**src/rtl/bin_to_bcd_if.sv**
```systemverilog
// Handshake bundle for the sequential binary-to-BCD converter.
// The master side offers a binary operand and takes the BCD result.
// The slave side is the converter.
interface bin_to_bcd_if #(
  parameter int IN_WIDTH = 14,
  parameter int DIGITS   = 4
);
  logic                  in_valid;
  logic                  in_ready;
  logic [IN_WIDTH-1:0]   bin_in;
  logic                  signed_mode;
  logic                  out_valid;
  logic                  out_ready;
  logic [4*DIGITS-1:0]   bcd_out;
  logic                  neg;
  logic                  overflow;
  logic [DIGITS-1:0]     digit_en;

  modport master (
    output in_valid, bin_in, signed_mode, out_ready,
    input  in_ready, out_valid, bcd_out, neg, overflow, digit_en
  );

  modport slave (
    input  in_valid, bin_in, signed_mode, out_ready,
    output in_ready, out_valid, bcd_out, neg, overflow, digit_en
  );
endinterface

```
**src/rtl/bin_to_bcd_seq.sv**
```systemverilog
// Sequential binary-to-BCD converter using shift-add-3 (double dabble),
// one input bit per clock. Handles optional two's-complement input,
// saturates to all nines when the magnitude does not fit in DIGITS digits,
// and flags significant (non-leading-zero) digits for display blanking.
module bin_to_bcd_seq #(
  parameter int IN_WIDTH = 14,
  parameter int DIGITS   = 4
) (
  input  logic        clk,
  input  logic        rst,
  bin_to_bcd_if.slave bus
);

  // Number of decimal digits needed to hold 2**w-1.
  function automatic int bin_digits(input int w);
    logic [63:0] v;
    int          d;
    v = (64'd1 << w) - 64'd1;
    d = 0;
    for (int i = 0; i < 20; i++) begin
      if (v != 64'd0) begin
        d++;
        v = v / 64'd10;
      end
    end
    return d;
  endfunction

  // Largest value representable in digs decimal digits.
  function automatic logic [63:0] full_scale(input int digs);
    logic [63:0] v;
    v = 64'd1;
    for (int i = 0; i < digs; i++) v = v * 64'd10;
    return v - 64'd1;
  endfunction

  // The accumulator is never narrower than the output so the output slice
  // is always available; unused upper digits simply stay zero.
  localparam int          BIN_DIGITS = bin_digits(IN_WIDTH);
  localparam int          ACC_DIGITS = (BIN_DIGITS > DIGITS) ? BIN_DIGITS : DIGITS;
  localparam int          ACC_W      = 4 * ACC_DIGITS;
  localparam int          CNT_W      = $clog2(IN_WIDTH + 1);
  localparam logic [63:0] FULL       = full_scale(DIGITS);

  // Add-3 correction: any digit >= 5 becomes >= 8 so the next shift carries.
  function automatic logic [ACC_W-1:0] add3(input logic [ACC_W-1:0] a);
    logic [ACC_W-1:0] r;
    r = a;
    for (int i = 0; i < ACC_DIGITS; i++) begin
      if (a[4*i +: 4] >= 4'd5) r[4*i +: 4] = a[4*i +: 4] + 4'd3;
    end
    return r;
  endfunction

  // Saturation to all nines when the magnitude exceeds full scale.
  function automatic logic [4*DIGITS-1:0] sat_bcd(input logic [4*DIGITS-1:0] b,
                                                  input logic              ovf);
    return ovf ? {DIGITS{4'h9}} : b;
  endfunction

  // Marks every digit at or below the highest nonzero digit; ones always on.
  function automatic logic [DIGITS-1:0] lead_en(input logic [4*DIGITS-1:0] b);
    logic [DIGITS-1:0] en;
    logic              seen;
    seen = 1'b0;
    en   = '0;
    for (int i = DIGITS - 1; i >= 0; i--) begin
      if (b[4*i +: 4] != 4'd0) seen = 1'b1;
      en[i] = seen;
    end
    en[0] = 1'b1;
    return en;
  endfunction

  typedef enum logic [1:0] {S_IDLE, S_SHIFT, S_DONE} state_t;

  state_t              state_q, state_nx;
  logic [CNT_W-1:0]    cnt;
  logic [ACC_W-1:0]    acc, acc_nx;
  logic [IN_WIDTH-1:0] mag, mag_nx, mag_in;
  logic                neg_in, ovf_in, neg_lat, ovf_lat;
  logic                in_ready_c, out_valid_c;
  logic                accept, shift_en, load_out;
  logic [4*DIGITS-1:0] bcd_q;
  logic [DIGITS-1:0]   en_q;
  logic                neg_q, ovf_q;

  // Operand magnitude and overflow decision; the most negative input maps
  // to 2**(IN_WIDTH-1), which still fits the unsigned IN_WIDTH-bit magnitude.
  always_comb begin
    neg_in = bus.signed_mode & bus.bin_in[IN_WIDTH-1];
    mag_in = neg_in ? -bus.bin_in : bus.bin_in;
    ovf_in = {{(64-IN_WIDTH){1'b0}}, mag_in} > FULL;
    {acc_nx, mag_nx} = {add3(acc), mag} << 1;
  end

  // State register.
  always_ff @(posedge clk or posedge rst) begin
    if (rst) state_q <= S_IDLE;
    else     state_q <= state_nx;
  end

  // Next-state and handshake decode.
  always_comb begin
    state_nx    = state_q;
    in_ready_c  = 1'b0;
    out_valid_c = 1'b0;
    case (state_q)
      S_IDLE: begin
        in_ready_c = 1'b1;
        if (bus.in_valid) state_nx = S_SHIFT;
      end
      S_SHIFT: begin
        if (cnt == '0) state_nx = S_DONE;
      end
      S_DONE: begin
        out_valid_c = 1'b1;
        if (bus.out_ready) state_nx = S_IDLE;
      end
      default: state_nx = S_IDLE;
    endcase
  end

  assign accept   = in_ready_c & bus.in_valid;
  assign shift_en = (state_q == S_SHIFT) && (cnt != '0);
  assign load_out = (state_q == S_SHIFT) && (cnt == '0);

  // Remaining-bit counter.
  always_ff @(posedge clk or posedge rst) begin
    if (rst)           cnt <= '0;
    else if (accept)   cnt <= CNT_W'(IN_WIDTH);
    else if (shift_en) cnt <= cnt - CNT_W'(1);
  end

  // Operand capture on accept, then one double-dabble step per SHIFT cycle.
  always_ff @(posedge clk) begin
    if (accept) begin
      mag     <= mag_in;
      neg_lat <= neg_in;
      ovf_lat <= ovf_in;
      acc     <= '0;
    end else if (shift_en) begin
      acc <= acc_nx;
      mag <= mag_nx;
    end
  end

  // Result registers, loaded on entry to DONE and held until the next result.
  always_ff @(posedge clk or posedge rst) begin
    if (rst) begin
      bcd_q <= '0;
      en_q  <= '0;
      neg_q <= 1'b0;
      ovf_q <= 1'b0;
    end else if (load_out) begin
      bcd_q <= sat_bcd(acc[4*DIGITS-1:0], ovf_lat);
      en_q  <= ovf_lat ? '1 : lead_en(acc[4*DIGITS-1:0]);
      neg_q <= neg_lat;
      ovf_q <= ovf_lat;
    end
  end

  assign bus.in_ready  = in_ready_c;
  assign bus.out_valid = out_valid_c;
  assign bus.bcd_out   = bcd_q;
  assign bus.digit_en  = en_q;
  assign bus.neg       = neg_q;
  assign bus.overflow  = ovf_q;

endmodule

```
**src/flat_wrapper.sv**
```systemverilog
// flat-port wrapper written by rule: the top's interface ports become plain ports
module bin_to_bcd_seq_flat 
#(
  parameter int IN_WIDTH = 14,
  parameter int DIGITS   = 4
)
  (clk, rst, bus_in_valid, bus_bin_in, bus_signed_mode, bus_out_ready, bus_in_ready, bus_out_valid, bus_bcd_out, bus_neg, bus_overflow, bus_digit_en);
  bin_to_bcd_if #(.IN_WIDTH(IN_WIDTH), .DIGITS(DIGITS)) bus_i ();
  input  logic clk;
  input  logic rst;
  input wire logic [$bits(bus_i.in_valid)-1:0] bus_in_valid;
  input wire logic [$bits(bus_i.bin_in)-1:0] bus_bin_in;
  input wire logic [$bits(bus_i.signed_mode)-1:0] bus_signed_mode;
  input wire logic [$bits(bus_i.out_ready)-1:0] bus_out_ready;
  output wire logic [$bits(bus_i.in_ready)-1:0] bus_in_ready;
  output wire logic [$bits(bus_i.out_valid)-1:0] bus_out_valid;
  output wire logic [$bits(bus_i.bcd_out)-1:0] bus_bcd_out;
  output wire logic [$bits(bus_i.neg)-1:0] bus_neg;
  output wire logic [$bits(bus_i.overflow)-1:0] bus_overflow;
  output wire logic [$bits(bus_i.digit_en)-1:0] bus_digit_en;
  assign bus_i.in_valid = bus_in_valid;
  assign bus_i.bin_in = bus_bin_in;
  assign bus_i.signed_mode = bus_signed_mode;
  assign bus_i.out_ready = bus_out_ready;
  assign bus_in_ready = bus_i.in_ready;
  assign bus_out_valid = bus_i.out_valid;
  assign bus_bcd_out = bus_i.bcd_out;
  assign bus_neg = bus_i.neg;
  assign bus_overflow = bus_i.overflow;
  assign bus_digit_en = bus_i.digit_en;
  bin_to_bcd_seq #(.IN_WIDTH(IN_WIDTH), .DIGITS(DIGITS)) u_core (.clk(clk), .rst(rst), .bus(bus_i));
endmodule
```
**config.mk**
```make
export PLATFORM = sky130hd
export DESIGN_NAME = bin_to_bcd_seq_flat
export DESIGN_NICKNAME = d
export VERILOG_FILES = /design/src/rtl/bin_to_bcd_if.sv /design/src/rtl/bin_to_bcd_seq.sv /design/src/flat_wrapper.sv
export SDC_FILE = /design/constraint.sdc
export NUM_CORES = 1
export LEC_CHECK = 0
export ABC_CLOCK_PERIOD_IN_PS = 1800
export CORE_MARGIN = 4
export CORE_UTILIZATION = 31
export DETAILED_ROUTE_END_ITERATION = 10
export PLACE_DENSITY = 0.51
export SYNTH_ARGS = -nofsm -noshare
export SYNTH_HDL_FRONTEND = slang
export SYNTH_SLANG_ARGS = --single-unit
```
**constraint.sdc**
```tcl
create_clock -name clk -period 1.8 [get_ports clk]
set_input_delay 0.45 -clock clk [delete_from_list [all_inputs] [get_ports clk]]
set_output_delay 0.45 -clock clk [all_outputs]
set_load 0.01 [all_outputs]
```
==> summary.md, run 1 <==
| Metric | Value |
|---|---|
| Status | `complete, no violations` |
| Vias in the first global route | `2547` |
| Pwr/cell area | `1490 nW/um2` |
| Antenna Violating Nets Remaining | `0` |
| Max-cap violations | `0` |
| Hold WS | `roughly 460 ps` |
| Post-CTS Hold Buffers | `0` |
| Die X | `108 um` |
| Measured slew at the worst slew-check pin | `363 ps` |
| DR WL/cell | `11.8 um` |
| Pre-Repair DR Iteration Count | `4` |
| Ys flop type | `dfrtp_1` |
| Most common cell in the synthesized netlist | `o21ai_0` |
| Cell taking the most area after synthesis | `dfrtp_1` |
| IO Pins | `43` |
| Detailed Place HPWL | `between 5000 and 6000 um` |
| Final GP Congestion | `0.810` |
| Routed WL | `approximately 6700 um` |
| Asr flop ratio synth | `46.7%` |
| Arrival time at the worst endpoint | `approximately 1800 ps` |
| Root cell of the clock tree | `clkbuf_8` |
| Unrepaired setup endpoints after global routing | `no` |
| Placed insts | `between 500 and 600` |
| Sequential share of the synthesized area | `48.9%` |
| CTS max path bufs | `2` |
| Initial Util | `31.6%` |
| Latest clock arrival within the worst-skew pair | `330 ps` |
| Clock Pin Slew Worst Setup and Hold Paths | `approximately 60 ps` |
| Total global routing overflow | `0` |
| Min cycle time layout | `between 1500 and 2000 ps` |
| Final Cycle Share | `a little over nine tenths` |
| #FFs+latches synth | `60` |
| Yosys top cell area share | `between 20% and 30%` |
| Layout cells sized above 1 | `21.6%` |
| Post-Syn Nets | `371` |
| Post-layout net count | `462` |
| Final instance area | `4330 um2` |
| Pint | `0.00417 W` |
| Largest net degree at the start of global routing | `35` |
| Net Switching | `0.00226 W` |
| Area grow syn2layout | `40.8%` |
| Placement Rows | `36` |
| # diodes | `0` |
| Post-Route Utilization | `approximately 44%` |
| Gate power share | `43.6%` |
| CP required | `around 1900 ps` |
| Worst Skew | `10.5 ps` |
| Vias per cell | `4.60` |
| Area contributors post-synth | `dfrtp_1, edfxtp_1, dfxtp_1` |
| Worst setup EP type | `flip-flop` |
| DR vias | `2615` |
| Clock share of power | `between 10% and 20%` |
| Crit-path max FO | `3` |
| Crit-path slowest cell | `or4_4` |
| First-pass GRT wire length | `roughly 12000 um` |
| Total CTS buffers | `9` |
| Critical Path Source Type | `input port` |
| Number of flops mapped to enable cells by yosys | `16` |
| Synth warn | `0` |
| Synthesized area per cell | `9.06 um2` |
| Htree depth | `3` |
| Achievable Freq | `569 MHz` |
| Initial antenna violation count | `0` |
| Final Hold Fails | `0` |
| GRT Overall Usage | `~13%` |
| Most frequent cells after synthesis | `o21ai_0, nand2_1, nor2_1` |
| Chip Height | `108 um` |
| Port Buf Inserts | `42` |
| DRC viols | `0` |
| Cells after Synth | `339` |
| Setup Viol. Count Final | `0` |
| Iter 0 DRT Violations | `76` |
| CTS tree | `done` |
| CP max stage delay | `530 ps` |
| Clk sink count | `60` |
| Mapped Area | `roughly 3000 um2` |
| Final Non-Filler Cells | `568` |
| Net Sw Frac | `35.2%` |
| Dpl cell area | `4020 um2` |
| Total core area | `9730 um2` |
| Max IR drop VDD | `~0.45 mV` |
| Netlist cell types | `about 40` |
| Leak Pwr | `1.88 nW` |
| Rel. slew slack | `between 70% and 80%` |
| Fin. max-slew vios | `0` |
| Die Area | `11600 um2` |
| Pwr Total | `0.00644 W` |
| Hold/Removal Path Class | `reg2reg` |
| Crit Path Category | `in2reg` |
| Flop pwr share | `slightly below 40%` |
| Cell chain of the critical path | `dlygate4sd2_1 -> or2_4 -> or4_4 -> o311ai_2 -> a311o_1 -> a21oi_1` |
## layer usage
layer	share of wire [%]	vias up	track usage, %
met1	47	1187	15.6
met4	1.5	0	4.87
met3	4.3	10	3.60
met2	47	43	20.5
met5	0	-	0
li1	-	1375	-
## state kept, by name (all words and copies together) (netlist names)
name,cells
u_core.acc,16
u_core.cnt,4
u_core.state_q,2
u_core.bus.digit_en,4
u_core.ovf_lat,1
u_core.neg_lat,1
u_core.bus.bcd_out,16
u_core.bus.neg,1
u_core.mag,14
u_core.bus.overflow,1
## per-stage QoR
stage	TNS (ps)	worst slack, ps
floorplan	-57.8	-57.8
global placement	-5060	-627
detailed placement	-5290	-636
CTS	-58.7	-58.6
global route	0	0.366
finish	0	43.7
## worst max-delay path, delay by kind of cell
family	cells	cell delay, ps
buffers and inverters	1	250
AOI/OAI and AO/OA	3	340
and+or+nand+nor	2	780
## kinds of logic after synthesis
logic type	Yosys count	share of synthesized area (%)
AND/OR/NAND/NOR	117	18.3
AO/OA/AOI/OAI	92	16.9
flip-flops	60	48.9
XOR/XNOR	17	4.85
buffers and inverters	36	4.40
multiplexers	4	1.43
adder cells (fa/ha/maj)	13	5.29
## cell type report
class | count | area (um2)
fill | 1006 | 5400
multi-input combinational | 243 | 1520
sequential | 60 | 1500
timing repair buffer | 97 | 870
clock buffer | 15 | 188
tap | 133 | 166
inverter | 19 | 71.3
clock inverter | 1 | 5.00
## what timing repair did
item                       in CTS  in global routing
gates resized for setup        24                 18
setup endpoints to repair      10                  8
pin swaps                       7                  6
buffers inserted                4                  1
gates cloned                    0                  0
## worst paths after layout
path                       cells past startpoint  slack, ps                            endpoint                          startpoint
setup / recovery                               6         40            u_core.ovf_lat$_DFFE_PP_                       bus_bin_in[1]
hold / removal                                 1        460  u_core.bus.digit_en[0]$_DFFE_PP0P_  u_core.bus.digit_en[0]$_DFFE_PP0P_
setup reg to reg                               6        190          u_core.acc[7]$_SDFFE_PP0P_           u_core.cnt[0]$_DFFE_PP0P_
hold reg to reg                                1        460  u_core.bus.digit_en[0]$_DFFE_PP0P_  u_core.bus.digit_en[0]$_DFFE_PP0P_
max in group asynchronous                      3       1040   u_core.bus.bcd_out[2]$_DFFE_PP0P_                                 rst
min in group asynchronous                      3        490  u_core.bus.digit_en[0]$_DFFE_PP0P_                                 rst
## power by group through the flow
stage | Clock (W) | Sequential (W) | Combinational, W
2_1_floorplan | 0 | 0.00252 | 0.00149
6_report | 0.00115 | 0.00248 | 0.00281
5_1_grt | 0.00127 | 0.00258 | 0.00319
3_3_place_gp | 0 | 0.00249 | 0.00279
4_1_cts | 0.00119 | 0.00248 | 0.00285
3_5_place_dp | 0 | 0.00250 | 0.00284
## layout by cell type (no fill, tap or decap), drive strengths merged, types with 8 or more instances in the layout
cell type / netlist / routed
o31ai: 8 / 8
inv: 19 / 19
dfrtp: 28 / 28
a21oi: 22 / 22
dfxtp: 16 / 16
clkdlybuf4s50: 0 / 28
nor2: 29 / 29
nand3: 15 / 15
clkbuf: 15 / 19
ha: 13 / 13
o21ai: 48 / 48
xnor2: 14 / 14
buf: 2 / 55
nand2b: 9 / 9
nand2: 46 / 46
edfxtp: 16 / 16
Power figures use the tool's default switching activity.
==> run 2, diff against run 1 <==
--- a/config.mk
+++ b/config.mk
@@ -6,7 +6,6 @@
 export NUM_CORES = 1
 export LEC_CHECK = 0
 export ABC_CLOCK_PERIOD_IN_PS = 1800
-export CORE_MARGIN = 4
 export CORE_UTILIZATION = 31
 export DETAILED_ROUTE_END_ITERATION = 10
 export PLACE_DENSITY = 0.51
==> run 2 against run 1 <==
Clock power down 9.6%. First-iteration DRC count down 12%. Setup slack worse by 35 ps. Sequential share of layout area up 0.80 points. Cell count down 1.1%. Final area down 2.3%. Register-to-register slack worse by 50 ps. Power down 2.8%. Critical endpoint unchanged. Largest cell class is now registers.
==> summary.md, run 2 (synthesized netlist as in run 1, its figures left out) <==
| Metric | Value |
|---|---|
| Final Non-Filler Cells | `562 (was 568)` |
| DRC viols | `0 (unchanged)` |
| Crit Path Category | `in2reg (unchanged)` |
| Vias per cell | `4.65 (was 4.60)` |
| Placed insts | `542 (was 547)` |
| Initial antenna violation count | `0 (unchanged)` |
| Leak Pwr | `1.82 nW (was 1.88 nW)` |
| Final GP Congestion | `0.848 (was 0.810)` |
| Final Hold Fails | `0 (unchanged)` |
| Hold/Removal Path Class | `reg2reg (unchanged)` |
| Antenna Violating Nets Remaining | `0 (unchanged)` |
| DR vias | `2613 (was 2615)` |
| Measured slew at the worst slew-check pin | `369 ps (was 363 ps)` |
| Root cell of the clock tree | `clkbuf_8 (unchanged)` |
| Pwr/cell area | `1480 nW/um2 (was 1490 nW/um2)` |
| Critical Path Source Type | `input port (unchanged)` |
| Crit-path max FO | `12 (was 3)` |
| CP required | `1980 ps (was 1870 ps)` |
| Area grow syn2layout | `37.6% (was 40.8%)` |
| Layout cells sized above 1 | `20.8% (was 21.6%)` |
| Filler cells | `925 (was 1006)` |
| Final instance area | `4230 um2 (was 4330 um2)` |
| Min cycle time layout | `1790 ps (was 1760 ps)` |
| CTS max path bufs | `2 (unchanged)` |
| Setup Viol. Count Final | `0 (unchanged)` |
| Die Area | `10300 um2 (was 11600 um2)` |
| Vias in the first global route | `2531 (was 2547)` |
| IO Pins | `43 (unchanged)` |
| Total CTS buffers | `9 (unchanged)` |
| Initial Util | `32.6% (was 31.6%)` |
| Port Buf Inserts | `42 (unchanged)` |
| Status | `complete, no violations (unchanged)` |
| Max IR drop VDD | `0.385 mV (was 0.451 mV)` |
| Latest clock arrival within the worst-skew pair | `330 ps (about the same)` |
| First-pass GRT wire length | `11600 um (about the same)` |
| Iter 0 DRT Violations | `67 (was 76)` |
| Fin. max-slew vios | `0 (unchanged)` |
| Htree depth | `3 (unchanged)` |
| Rel. slew slack | `75.4% (was 75.6%)` |
| Worst setup EP type | `flip-flop (unchanged)` |
| Setup TNS | `0 ps (unchanged)` |
| Most common cell after layout, fill and taps aside | `buf_4 (unchanged)` |
| Arrival time at the worst endpoint | `1970 ps (was 1830 ps)` |
| # diodes | `0 (unchanged)` |
| Total global routing overflow | `0 (unchanged)` |
| Routed WL | `6680 um (was 6700 um)` |
| Post-Route Utilization | `44.9% (was 44.5%)` |
| CTS tree | `done (unchanged)` |
| Dpl cell area | `3990 um2 (was 4020 um2)` |
| Detailed Place HPWL | `4930 um (was 5030 um)` |
| Clk sink count | `60 (unchanged)` |
| Chip Height | `102 um (was 108 um)` |
| Post-layout net count | `460 (was 462)` |
| Commonest non-fill, non-tap cells in the layout | `buf_4, o21ai_0, nand2_1, clkdlybuf4s50_1, dfrtp_1 (was buf_4, o21ai_0, nand2_1)` |
| Unrepaired setup endpoints after global routing | `yes (was no)` |
| Clock Pin Slew Worst Setup and Hold Paths | `60 ps (about the same)` |
| Final Cycle Share | `99.5% (was 97.6%)` |
| Max-cap violations | `0 (unchanged)` |
| Die X | `102 um (was 108 um)` |
| Achievable Freq | `558 MHz (was 569 MHz)` |
| Worst Skew | `8.11 ps (was 10.5 ps)` |
| Total core area | `9420 um2 (was 9730 um2)` |
| Placement Rows | `35 (was 36)` |
| Hold WS | `445 ps (was 464 ps)` |
| Largest net degree at the start of global routing | `42 (was 35)` |
| DR WL/cell | `11.9 um (was 11.8 um)` |
| Pre-Repair DR Iteration Count | `4 (unchanged)` |
| GRT Overall Usage | `14.5% (was 12.5%)` |
-- run 2: repair_timing --
item                       in CTS  in global routing
hold buffers                    0                  0
buffers inserted                3                  1
setup endpoints to repair      10                  8
gates resized for setup        26                 11
gates cloned                    0                  0
pin swaps                       7                  5
-- run 2: layer usage --
layer  global-route usage [%]  part of all wire [%]  vias up
li1                         -                     -     1359
met1                     18.0                    48     1183
met2                     23.9                    47       63
met3                     3.38                   3.9        8
met4                     6.24                   1.1        0
met5                        0                     0        -
-- run 2: where the power goes --
| group | internal (W) | switching (W) |
|---|---|---|
| clock network | 0.000528 | 0.000507 |
| registers | 0.00210 | 0.000375 |
| logic | 0.00136 | 0.00139 |
| total | 0.00398 | 0.00227 |
-- run 2: final cells by class --
class	count	area [um2]	area share, %
repair buffers	95	837	19.8
inverters	19	71.3	1.69
clock inverters	5	26.3	0.621
flip-flops and latches	60	1500	35.5
multi-input cells	243	1490	35.2
well taps	129	161	3.82
clock buffers	11	141	3.34
-- run 2: per-stage QoR --
step | setup WS, ps | total power (W)
global route | -32.5 | 0.00682
CTS | -2.52 | 0.00633
detailed placement | -645 | 0.00527
floorplan | -57.8 | 0.00401
global placement | -635 | 0.00521
finish | 8.23 | 0.00625
-- run 2: final timing paths --
path / slack [ps] / depth (start not counted) / startpoint / end
max: 8 / 7 / bus_bin_in[13] / u_core.ovf_lat$_DFFE_PP_
max reg2reg: 140 / 6 / u_core.cnt[0]$_DFFE_PP0P_ / u_core.acc[15]$_SDFFE_PP0P_
min in group asynchronous: 500 / 3 / rst / u_core.bus.bcd_out[8]$_DFFE_PP0P_
min: 440 / 2 / u_core.mag[13]$_DFFE_PP_ / u_core.acc[0]$_SDFFE_PP0P_
max in group asynchronous: 1030 / 3 / rst / u_core.cnt[1]$_DFFE_PP0P_
min reg2reg: 440 / 2 / u_core.mag[13]$_DFFE_PP_ / u_core.acc[0]$_SDFFE_PP0P_
-- run 2: worst max-delay path: stages --
cell and delay [ps]:
clkdlybuf4s50_1 460, nand2_2 240, inv_1 110, o2111ai_1 90
o311ai_1 120, a311o_1 350, a21oi_1 150
